$ cat src/rtl/acpi_pkg.sv
// acpi_pkg: shared CFA encodings, FSM states and fetch-slot constants for the ACPI green interpolator.
package acpi_pkg;

    typedef enum int {PAT_RGGB, PAT_GRBG, PAT_GBRG, PAT_BGGR} pattern_t;

    typedef enum logic [2:0] {S_IDLE, S_ISSUE, S_DRAIN, S_CALC, S_WRITE, S_DONE} state_t;

    localparam logic [3:0] SLOT_C  = 4'd0;
    localparam logic [3:0] SLOT_L2 = 4'd1;
    localparam logic [3:0] SLOT_L1 = 4'd2;
    localparam logic [3:0] SLOT_R1 = 4'd3;
    localparam logic [3:0] SLOT_R2 = 4'd4;
    localparam logic [3:0] SLOT_U2 = 4'd5;
    localparam logic [3:0] SLOT_U1 = 4'd6;
    localparam logic [3:0] SLOT_D1 = 4'd7;
    localparam logic [3:0] SLOT_D2 = 4'd8;

    // Parity of (row^col) that marks a green site.
    function automatic logic green_parity(int pattern);
        return pattern == PAT_RGGB || pattern == PAT_BGGR;
    endfunction

    function automatic int slot_off(logic [3:0] slot, int w);
        case (slot)
            SLOT_L2: return -2;
            SLOT_L1: return -1;
            SLOT_R1: return 1;
            SLOT_R2: return 2;
            SLOT_U2: return -2 * w;
            SLOT_U1: return -w;
            SLOT_D1: return w;
            SLOT_D2: return 2 * w;
            default: return 0;
        endcase
    endfunction

endpackage

$ cat src/rtl/acpi_green_core.sv
// acpi_green_core: combinational gradient-selected ACPI green estimate from a 9-pixel cross, clamped.
module acpi_green_core
    import acpi_pkg::*;
#(
    parameter int DATA_WIDTH = 8
) (
    input  logic [9*DATA_WIDTH-1:0] slots_i,
    output logic [DATA_WIDTH-1:0]   g_o
);

    localparam int W = DATA_WIDTH + 3;
    typedef logic signed [W-1:0] sw_t;

    function automatic sw_t abs_s(sw_t x);
        return x < 0 ? -x : x;
    endfunction

    sw_t v [9];
    sw_t lh, lv, dh, dv, gh, gv, g;

    always_comb begin
        for (int i = 0; i < 9; i++) v[i] = $signed({3'b000, slots_i[i*DATA_WIDTH +: DATA_WIDTH]});
        lh = v[SLOT_C] + v[SLOT_C] - v[SLOT_L2] - v[SLOT_R2];
        lv = v[SLOT_C] + v[SLOT_C] - v[SLOT_U2] - v[SLOT_D2];
        dh = abs_s(v[SLOT_L1] - v[SLOT_R1]) + abs_s(lh);
        dv = abs_s(v[SLOT_U1] - v[SLOT_D1]) + abs_s(lv);
        gh = ((v[SLOT_L1] + v[SLOT_R1]) >>> 1) + (lh >>> 2);
        gv = ((v[SLOT_U1] + v[SLOT_D1]) >>> 1) + (lv >>> 2);
        g  = dh < dv ? gh : dv < dh ? gv : (gh + gv) >>> 1;
        g_o = g < 0 ? '0 : g > sw_t'((1 << DATA_WIDTH) - 1) ? '1 : g[DATA_WIDTH-1:0];
    end

endmodule

$ cat src/rtl/acpi_green_interp.sv
// acpi_green_interp: scans a Bayer frame, fetches a 9-pixel cross at interior R/B sites
// and writes the ACPI green estimate; all other pixels are written through.
module acpi_green_interp
    import acpi_pkg::*;
#(
    parameter int DATA_WIDTH = 8,
    parameter int IMG_W      = 128,
    parameter int IMG_H      = 128,
    parameter int ADDRESS    = $clog2(IMG_W*IMG_H),
    parameter int PATTERN    = 0
) (
    input  logic                  clk,
    input  logic                  rst,
    output logic [ADDRESS-1:0]    bayer_addr,
    output logic                  bayer_req,
    input  logic                  bayer_ready,
    input  logic [DATA_WIDTH-1:0] bayer_data,
    output logic [ADDRESS-1:0]    acpi_addr,
    output logic                  acpi_valid,
    output logic [DATA_WIDTH-1:0] acpi_data,
    output logic                  finish
);

    localparam int RW = $clog2(IMG_H);
    localparam int CW = $clog2(IMG_W);
    localparam logic [RW-1:0] R_LO = RW'(2);
    localparam logic [RW-1:0] R_HI = RW'(IMG_H - 3);
    localparam logic [CW-1:0] C_LO = CW'(2);
    localparam logic [CW-1:0] C_HI = CW'(IMG_W - 3);
    localparam logic [CW-1:0] C_END = CW'(IMG_W - 1);
    localparam logic [ADDRESS-1:0] P_END = ADDRESS'(IMG_W*IMG_H - 1);
    localparam logic GP = green_parity(PATTERN);

    state_t                  state_q, state_d;
    logic [RW-1:0]           row_q, row_d;
    logic [CW-1:0]           col_q, col_d;
    logic [ADDRESS-1:0]      pix_q, pix_d;
    logic [3:0]              idx_q, idx_d;
    logic                    acc_q;
    logic [3:0]              acc_slot_q;
    logic [DATA_WIDTH-1:0]   slot_q [9];
    logic [ADDRESS-1:0]      acpi_addr_q, acpi_addr_d;
    logic                    acpi_valid_q, acpi_valid_d;
    logic [DATA_WIDTH-1:0]   acpi_data_q, acpi_data_d;
    logic [9*DATA_WIDTH-1:0] slots;
    logic [DATA_WIDTH-1:0]   core_g;
    logic                    full, accept;
    logic [3:0]              last_idx;

    assign full = row_q >= R_LO && row_q <= R_HI && col_q >= C_LO && col_q <= C_HI
                  && ((row_q[0] ^ col_q[0]) != GP);
    assign last_idx   = full ? SLOT_D2 : SLOT_C;
    assign bayer_req  = state_q == S_ISSUE;
    assign accept     = bayer_req && bayer_ready;
    // Address tracks idx_q, so it holds steady while a request waits for ready.
    assign bayer_addr = ADDRESS'(int'(pix_q) + slot_off(idx_q, IMG_W));
    assign acpi_addr  = acpi_addr_q;
    assign acpi_valid = acpi_valid_q;
    assign acpi_data  = acpi_data_q;
    assign finish     = state_q == S_DONE;

    always_comb begin
        slots = '0;
        for (int i = 0; i < 9; i++) slots[i*DATA_WIDTH +: DATA_WIDTH] = slot_q[i];
    end

    acpi_green_core #(.DATA_WIDTH(DATA_WIDTH)) u_core (
        .slots_i(slots),
        .g_o    (core_g)
    );

    always_comb begin
        state_d      = state_q;
        row_d        = row_q;
        col_d        = col_q;
        pix_d        = pix_q;
        idx_d        = idx_q;
        acpi_valid_d = 1'b0;
        acpi_addr_d  = acpi_addr_q;
        acpi_data_d  = acpi_data_q;
        case (state_q)
            S_IDLE:  state_d = S_ISSUE;
            S_ISSUE: if (accept) begin
                idx_d   = idx_q == last_idx ? SLOT_C : idx_q + 4'd1;
                state_d = idx_q == last_idx ? S_DRAIN : S_ISSUE;
            end
            S_DRAIN: state_d = S_CALC;
            S_CALC: begin
                state_d      = S_WRITE;
                acpi_valid_d = 1'b1;
                acpi_addr_d  = pix_q;
                acpi_data_d  = full ? core_g : slot_q[SLOT_C];
            end
            S_WRITE: if (pix_q == P_END) state_d = S_DONE;
            else begin
                state_d = S_ISSUE;
                pix_d   = pix_q + ADDRESS'(1);
                col_d   = col_q == C_END ? '0 : col_q + CW'(1);
                row_d   = col_q == C_END ? row_q + RW'(1) : row_q;
            end
            default: state_d = state_q;
        endcase
    end

    always_ff @(posedge clk or posedge rst) begin
        if (rst) begin
            state_q      <= S_IDLE;
            row_q        <= '0;
            col_q        <= '0;
            pix_q        <= '0;
            idx_q        <= SLOT_C;
            acc_q        <= 1'b0;
            acc_slot_q   <= SLOT_C;
            acpi_addr_q  <= '0;
            acpi_valid_q <= 1'b0;
            acpi_data_q  <= '0;
        end else begin
            state_q      <= state_d;
            row_q        <= row_d;
            col_q        <= col_d;
            pix_q        <= pix_d;
            idx_q        <= idx_d;
            acc_q        <= accept;
            acc_slot_q   <= idx_q;
            acpi_addr_q  <= acpi_addr_d;
            acpi_valid_q <= acpi_valid_d;
            acpi_data_q  <= acpi_data_d;
        end
    end

    always_ff @(posedge clk) begin
        if (acc_q) slot_q[acc_slot_q] <= bayer_data;
    end

endmodule

$ cat config.mk
export PLATFORM = sky130hd
export DESIGN_NAME = acpi_green_interp
export DESIGN_NICKNAME = d
export VERILOG_FILES = /design/src/rtl/acpi_pkg.sv /design/src/rtl/acpi_green_core.sv /design/src/rtl/acpi_green_interp.sv
export SDC_FILE = /design/constraint.sdc
export NUM_CORES = 1
export LEC_CHECK = 0
export ABC_AREA = 1
export ABC_CLOCK_PERIOD_IN_PS = 7800
export CORE_UTILIZATION = 51
export CTS_CLUSTER_DIAMETER = 30
export DETAILED_ROUTE_END_ITERATION = 12
export PLACE_DENSITY = 0.69
export SLEW_MARGIN = 20
export SYNTH_ARGS = -nofsm -noshare
export SYNTH_HDL_FRONTEND = slang
export SYNTH_SLANG_ARGS = --single-unit
export TNS_END_PERCENT = 1
$ cat constraint.sdc
create_clock -name clk -period 7.8 [get_ports clk]
set_clock_uncertainty 0.2 [all_clocks]
set_input_delay 1.95 -clock clk [delete_from_list [all_inputs] [get_ports clk]]
set_output_delay 1.95 -clock clk [all_outputs]
set_load 0.01 [all_outputs]
==> key figures, run 1 <==
Yosys
  • Synth area leaders: edfxtp_1 (18%), ha_1 (15%), dfrtp_1 (13%)
  • Synth Register Bits: 135
  • Largest area contributor in the synthesized netlist: edfxtp_1
  • Ys async rst share: 46.67%
  • Synth unique cells: 45
  • Post-Syn Area: 11790 um2
  • Yosys top cell area share: 18.34%
  • Mapped Cells: 1491
  • Seq/Total Area, Yosys: 31.71%
  • Top_reg_cell synth: edfxtp_1
  • Yosys warns: 0
  • Post-Syn Area per Cell: 7.908 um2
  • Post-synth EDFFs: 72

Finish
  • Proportion of layout cells with a drive suffix above 1: 3.959%
  • Commonest non-fill, non-tap cell in the layout: nand2_1
  • Antenna Cells: 0
  • Post-route design area: 13240 um2
  • Final net count: 1724
  • Finished Core Util: 58.49%
  • Syn-to-layout area delta: 12.31%
  • Commonest cells after routing, fill and taps aside: nand2_1 (323), inv_1 (253), ha_1 (141)

Floorplan
  • Die Y: 154.1 um
  • Die width: 154.1 um
  • I/O Pins: 50
  • # rows: 55
  • Placeable Area: 22640 um2
  • Die area: 23730 um2
  • Initial core utilization: 52.08%

Clocking
  • Cts bufs inserted: 17
  • Post-CTS Resized: 0
  • TritonCTS clock tree: done
  • Clk Latency, worst-skew pair: 0.42 ns
  • CTS Buffer Depth: 2
  • H-Tree Depth: 4
  • Hold_buf cts: 0
  • Setup Fix Bufs, Post-CTS: 0
  • Clk pin slew, worst setup/hold paths: 0.06 ns
  • CTS sink cnt: 135
  • Root buffer cell: clkbuf_16

Routing
  • Highest metal used: met4
  • DRT Wirelength: 26950 um
  • Iteration-0 DRC Markers: 577
  • Routed len/inst: 14.56 um
  • Vias per cell: 5.200
  • Routed wl met3: 905 um
  • Met1 WL: 12440 um
  • Number of routed nets with antenna violations: 0
  • Pre-antenna DRT Iters: 5
  • Residual DRC: 0
  • Met2 WL post-DR: 12810 um
  • Vias post-DR: 9625

Worst hold path
  • Min-Delay Path Class: reg2reg

Job
  • Max Cap Violations: 0

Timing
  • Worst-Margin Slew: 0.9404 ns
  • Minimum clock period: 6.836 ns
  • Final Hold Viols: 0
  • Total negative slack: 0 ns
  • RSZ-0062 raised after global routing: false
  • Number of setup violations in the final report: 0
  • Period utilization: 87.64%
  • Slew Limit Fails: 0
  • Max Freq: 146.3 MHz
  • Relative slew slack: 37.07%

Setup path
  • CP Class: reg2reg
  • Arrival @ worst endpoint: 6.98 ns
  • Critical path buffers and inverters: 4
  • Slowest cell delay on critical path: 0.44 ns
  • CP required: 7.95 ns
  • CP top delay family: simple AND/OR/NAND/NOR gates
  • Cell mode on critical path: nand2_1
  • Crit-path slowest cell: edfxtp_1
  • Critical path launch point type: register
  • Highest fanout seen on the critical path: 12
  • Critical Path End Type: register

Global routing
  • Gr usage total: 23.96%
  • First-pass GRT wire length: 45020 um
  • Initial antenna violation count: 0
  • Number of global-route vias before repair: 9338
  • Pin count of the biggest net entering global routing: 64
  • Grt ovf: 0

Placement
  • Gpl congestion: 0.9251
  • IO buf count: 49
  • DPL Wire Length: 21600 um
  • Post-DP Area: 12620 um2

Run status
  • Status: finished clean
-- stage by stage --
step,cells,hold slack [ns],worst slack (ns)
finish,1851,0.2163,0.9644
global route,1851,0.2323,0.1442
CTS,1851,0.2171,1.034
detailed placement,1819,0.1972,1.076
global placement,1819,0.1941,1.238
floorplan,1492,0.1519,2.058
-- worst register-to-register path: cells and delay by family (launching register included) --
family / cells / cell delay [ns]
buf+inv: 4 / 0.56
simple gates: 17 / 2.02
xor+xnor: 3 / 0.45
flops: 1 / 0.44
compound gates: 10 / 1.75
fa+ha+maj: 4 / 1.34
-- worst paths after layout --
path | end | slack (ns) | depth (start not counted) | from
worst min-delay path | acc_slot_q[0] | 0.22 | 0 | idx_q[0]
min in group asynchronous | row_q[2] | 1.88 | 3 | rst
max in group asynchronous | pix_q[13] | 4.98 | 3 | rst
worst max-delay path | acpi_data[2] | 0.96 | 38 | slot_q[0][1]
worst max register to register | acpi_data[2] | 0.96 | 38 | slot_q[0][1]
worst min register to register | acc_slot_q[0] | 0.22 | 0 | idx_q[0]
-- cells by family after synthesis --
logic type               synth area share [%]
AND/OR/NAND/NOR                         21.56
buffers and inverters                   8.712
AO/OA/AOI/OAI                           9.847
adder cells (fa/ha/maj)                 18.19
flip-flops                              31.71
XOR/XNOR                                9.582
multiplexers                           0.3714
other                                 0.03180
-- state kept, by name, summed over array words and instances, names as in the netlist --
register,count
acpi_addr,14
acpi_data,8
slot_q,72
acc_slot_q,4
state_q,3
acpi_valid,1
pix_q,14
acc_q,1
idx_q,4
col_q,7
row_q,7
-- area by class of cell --
cell class | count | area [um2]
Tap cell | 285 | 356.6
Clock buffer | 22 | 486.7
Inverter | 261 | 979.7
Fill cell | 2036 | 9398
Timing Repair Buffer | 52 | 513.0
Multi-Input combinational cell | 1086 | 7029
Sequential cell | 135 | 3739
Clock inverter | 10 | 138.9
-- synthesized netlist by cell type, types with 2 or more instances --
cell,count
nor2_1,98
edfxtp_1,72
a21boi_1,2
nor4_1,4
or2_2,2
nand4_1,18
inv_2,4
nand2_1,323
o21bai_1,17
fa_1,19
and2_1,4
clkbuf_1,7
or2_1,3
o211ai_1,5
nand2_2,5
nor3_1,19
mux2_1,3
buf_2,2
nand3_2,2
xnor2_1,27
o31ai_1,2
a31oi_1,5
ha_1,141
nand3_1,90
dfrtp_1,63
xor2_1,102
clkinv_1,3
nor3_2,4
a21oi_2,10
nand3b_1,15
a21oi_1,102
a21o_1,5
o2111ai_1,2
o21ai_0,37
inv_1,254
o21ai_1,11
-- metal layers --
metal	up-vias	GRT usage (%)
li1	4971	-
met1	4413	30.44
met2	199	41.52
met3	42	3.044
met4	0	9.095
met5	-	0
Power of run 1 is left out: the tool's default activity adds up to more than one toggle a clock period on the data nets, which glitch-free logic cannot reach.
==> run 2: changes to the inputs <==
--- a/config.mk
+++ b/config.mk
@@ -11,6 +11,7 @@
 export CTS_CLUSTER_DIAMETER = 30
 export DETAILED_ROUTE_END_ITERATION = 12
 export PLACE_DENSITY = 0.69
+export SKIP_CTS_REPAIR_TIMING = 1
 export SLEW_MARGIN = 20
 export SYNTH_ARGS = -nofsm -noshare
 export SYNTH_HDL_FRONTEND = slang
==> results of run 2 <==
Final layout, timing and power as in run 1 (identical DEF).
Power of run 2 is left out for the same reason.
==> run 3: changes to the inputs <==
--- a/config.mk
+++ b/config.mk
@@ -7,10 +7,12 @@
 export LEC_CHECK = 0
 export ABC_AREA = 1
 export ABC_CLOCK_PERIOD_IN_PS = 7800
-export CORE_UTILIZATION = 51
+export CELL_PAD_IN_SITES_DETAIL_PLACEMENT = 0
+export CELL_PAD_IN_SITES_GLOBAL_PLACEMENT = 1
+export CORE_UTILIZATION = 47
 export CTS_CLUSTER_DIAMETER = 30
 export DETAILED_ROUTE_END_ITERATION = 12
-export PLACE_DENSITY = 0.69
+export PLACE_DENSITY_LB_ADDON = 0.1
 export SKIP_CTS_REPAIR_TIMING = 1
 export SLEW_MARGIN = 20
 export SYNTH_ARGS = -nofsm -noshare
==> run 3 against run 2 <==
  * Flip-flop and latch count stayed put
  * First-iteration DRC count is 16% lower
  * Wire length is 7.6% higher
  * Maximum frequency is 1.6% higher
  * Via count is 1.9% lower
  * Global-route usage is 0.40 points lower
  * Count of clock-buffer cells in the layout is 2 lower
  * Worst hold slack worse by 0.0074 ns
  * Critical path depth is 1 higher
  * Non-clock buffer count stayed put
==> key figures, run 3 (same netlist as run 1, synthesis figures left out) <==
Run status
  • Status: finished clean

Setup path
  • Crit Reg-Reg Startpoint: slot_q[0][1]
  • CP required: 7.96 ns (about the same)
  • Cell mode on critical path: nand2_1
  • CP Class: reg2reg
  • Crit-path slowest cell: edfxtp_1
  • Worst setup path start: slot_q[0][1]
  • Slowest cell delay on critical path: 0.43 ns (about the same)
  • Arrival @ worst endpoint: 6.89 ns (-0.09 ns)
  • Critical path launch point type: register
  • Critical Path End Type: register
  • Highest fanout seen on the critical path: 12 (unchanged)

Routing
  • Number of routed nets with antenna violations: 0 (unchanged)
  • DRT Wirelength: 29010 um (+7.6%)
  • Vias post-DR: 9442 (-1.9%)
  • Residual DRC: 0 (unchanged)
  • Iteration-0 DRC Markers: 486 (-16%)
  • Pre-antenna DRT Iters: 5 (unchanged)
  • Routed len/inst: 15.35 um (+5.4%)
  • Vias per cell: 4.996 (-3.9%)

Finish
  • Top register by number of flip-flops: slot_q
  • Post-route design area: 13260 um2 (about the same)
  • Syn-to-layout area delta: 12.41% (about the same)
  • Commonest cells after routing, fill and taps aside: nand2_1 (323), inv_1 (253), ha_1 (141)
  • Final net count: 1724 (unchanged)
  • Max FFs per register: 72 (unchanged)
  • Proportion of layout cells with a drive suffix above 1: 4.023% (+0.064 points)
  • # fillers: 2327 (+14%)
  • Commonest non-fill, non-tap cell in the layout: nand2_1
  • Antenna Cells: 0 (unchanged)

Floorplan
  • Initial core utilization: 48.20% (-3.9 points)
  • I/O Pins: 50 (unchanged)
  • Placeable Area: 24460 um2 (+8.0%)
  • Die Y: 160.4 um (+4.1%)
  • Die area: 25730 um2 (+8.4%)
  • Die width: 160.4 um (+4.1%)
  • # rows: 57 (+3.6%)

Placement
  • IO buf count: 49 (unchanged)
  • Gpl congestion: 0.8578 (-7.3%)
  • Worst slack, placed: 1.105 ns (+0.02822 ns)
  • DPL Wire Length: 23860 um (+10%)
  • Post-DP Area: 12670 um2 (+0.39%)

Timing
  • Period utilization: 86.22% (-1.4 points)
  • RSZ-0062 raised after global routing: false
  • Worst-Margin Slew: 0.8645 ns (-0.07597 ns)
  • Relative slew slack: 42.16% (+5.1 points)
  • Total negative slack: 0 ns (unchanged)
  • Minimum clock period: 6.725 ns (-0.1104 ns)
  • Number of setup violations in the final report: 0 (unchanged)
  • Max Freq: 148.7 MHz (+1.6%)
  • Worst Slack Setup Final: 1.075 ns (+0.1104 ns)
  • Slew Limit Fails: 0 (unchanged)
  • Final Hold Viols: 0 (unchanged)

Clocking
  • Clk Latency, worst-skew pair: 0.43 ns (about the same)
  • H-Tree Depth: 4 (unchanged)
  • Cts bufs inserted: 17 (unchanged)
  • TritonCTS clock tree: done
  • Root buffer cell: clkbuf_16
  • CTS Buffer Depth: 2 (unchanged)
  • Clk pin slew, worst setup/hold paths: 0.06 ns (about the same)
  • CTS sink cnt: 135 (unchanged)

Global routing
  • Pin count of the biggest net entering global routing: 64 (unchanged)
  • Grt ovf: 0 (unchanged)
  • First-pass GRT wire length: 47180 um (+4.8%)
  • Number of global-route vias before repair: 9276 (-0.66%)
  • Gr usage total: 23.56% (-0.40 points)
  • Initial antenna violation count: 0 (unchanged)

Job
  • Max Cap Violations: 0 (unchanged)

Worst hold path
  • Hold Path Origin: idx_q[0]
  • Min-Delay Path Class: reg2reg
[run 3: changes by cell type in the layout (fill, tap and decap cells not counted), sizes merged]
cell      change
inv           -1
clkinv        +5
clkbuf        -2
bufinv        -1
clkinvlp      -1
[run 3: final cells by class]
class | count | area [um2] | area share, %
Timing Repair Buffer | 52 | 513.0 | 3.870
Clock buffer | 20 | 467.9 | 3.530
Clock inverter | 12 | 121.4 | 0.9156
Multi-Input combinational cell | 1086 | 7029 | 53.03
Sequential cell | 135 | 3739 | 28.20
Inverter | 261 | 979.7 | 7.391
Tap cell | 324 | 405.4 | 3.058
[run 3: per-layer routing]
| layer | up-vias | track usage, % | share of wire, % |
|---|---|---|---|
| met4 | 0 | 6.580 | 1.6 |
| met2 | 125 | 39.35 | 46 |
| li1 | 4971 | - | - |
| met5 | - | 0 | 0 |
| met3 | 28 | 2.660 | 2.6 |
| met1 | 4318 | 32.22 | 50 |
[run 3: final timing paths]
path / to / slack [ns] / cells past startpoint
worst max-delay path: acpi_data[0] / 1.07 / 39
worst min-delay path: acc_slot_q[0] / 0.21 / 0
worst max register to register: acpi_data[0] / 1.07 / 39
worst min register to register: acc_slot_q[0] / 0.21 / 0
max in group asynchronous: acpi_addr[9] / 4.94 / 3
min in group asynchronous: acc_slot_q[1] / 1.87 / 3
[run 3: worst max-delay path: cells and delay by family (launching register included)]
kind	cells	cell delay (ns)
and+or+nand+nor	19	2.25
xor gates and xnor gates	2	0.30
adders and majority gates	4	1.35
buffers and inverters	5	0.65
DFF	1	0.43
AOI/OAI and AO/OA	9	1.48
[run 3: stage by stage]
step,instances,hold WS [ns],util [%]
after global placement,1858,0.1913,51.78
after CTS,1890,0.2136,54.19
final,1890,0.2090,54.19
after detailed placement,1858,0.2033,51.78
after floorplan,1492,0.1519,-
after global routing,1890,0.2263,54.19
Power of run 3 is left out for the same reason.
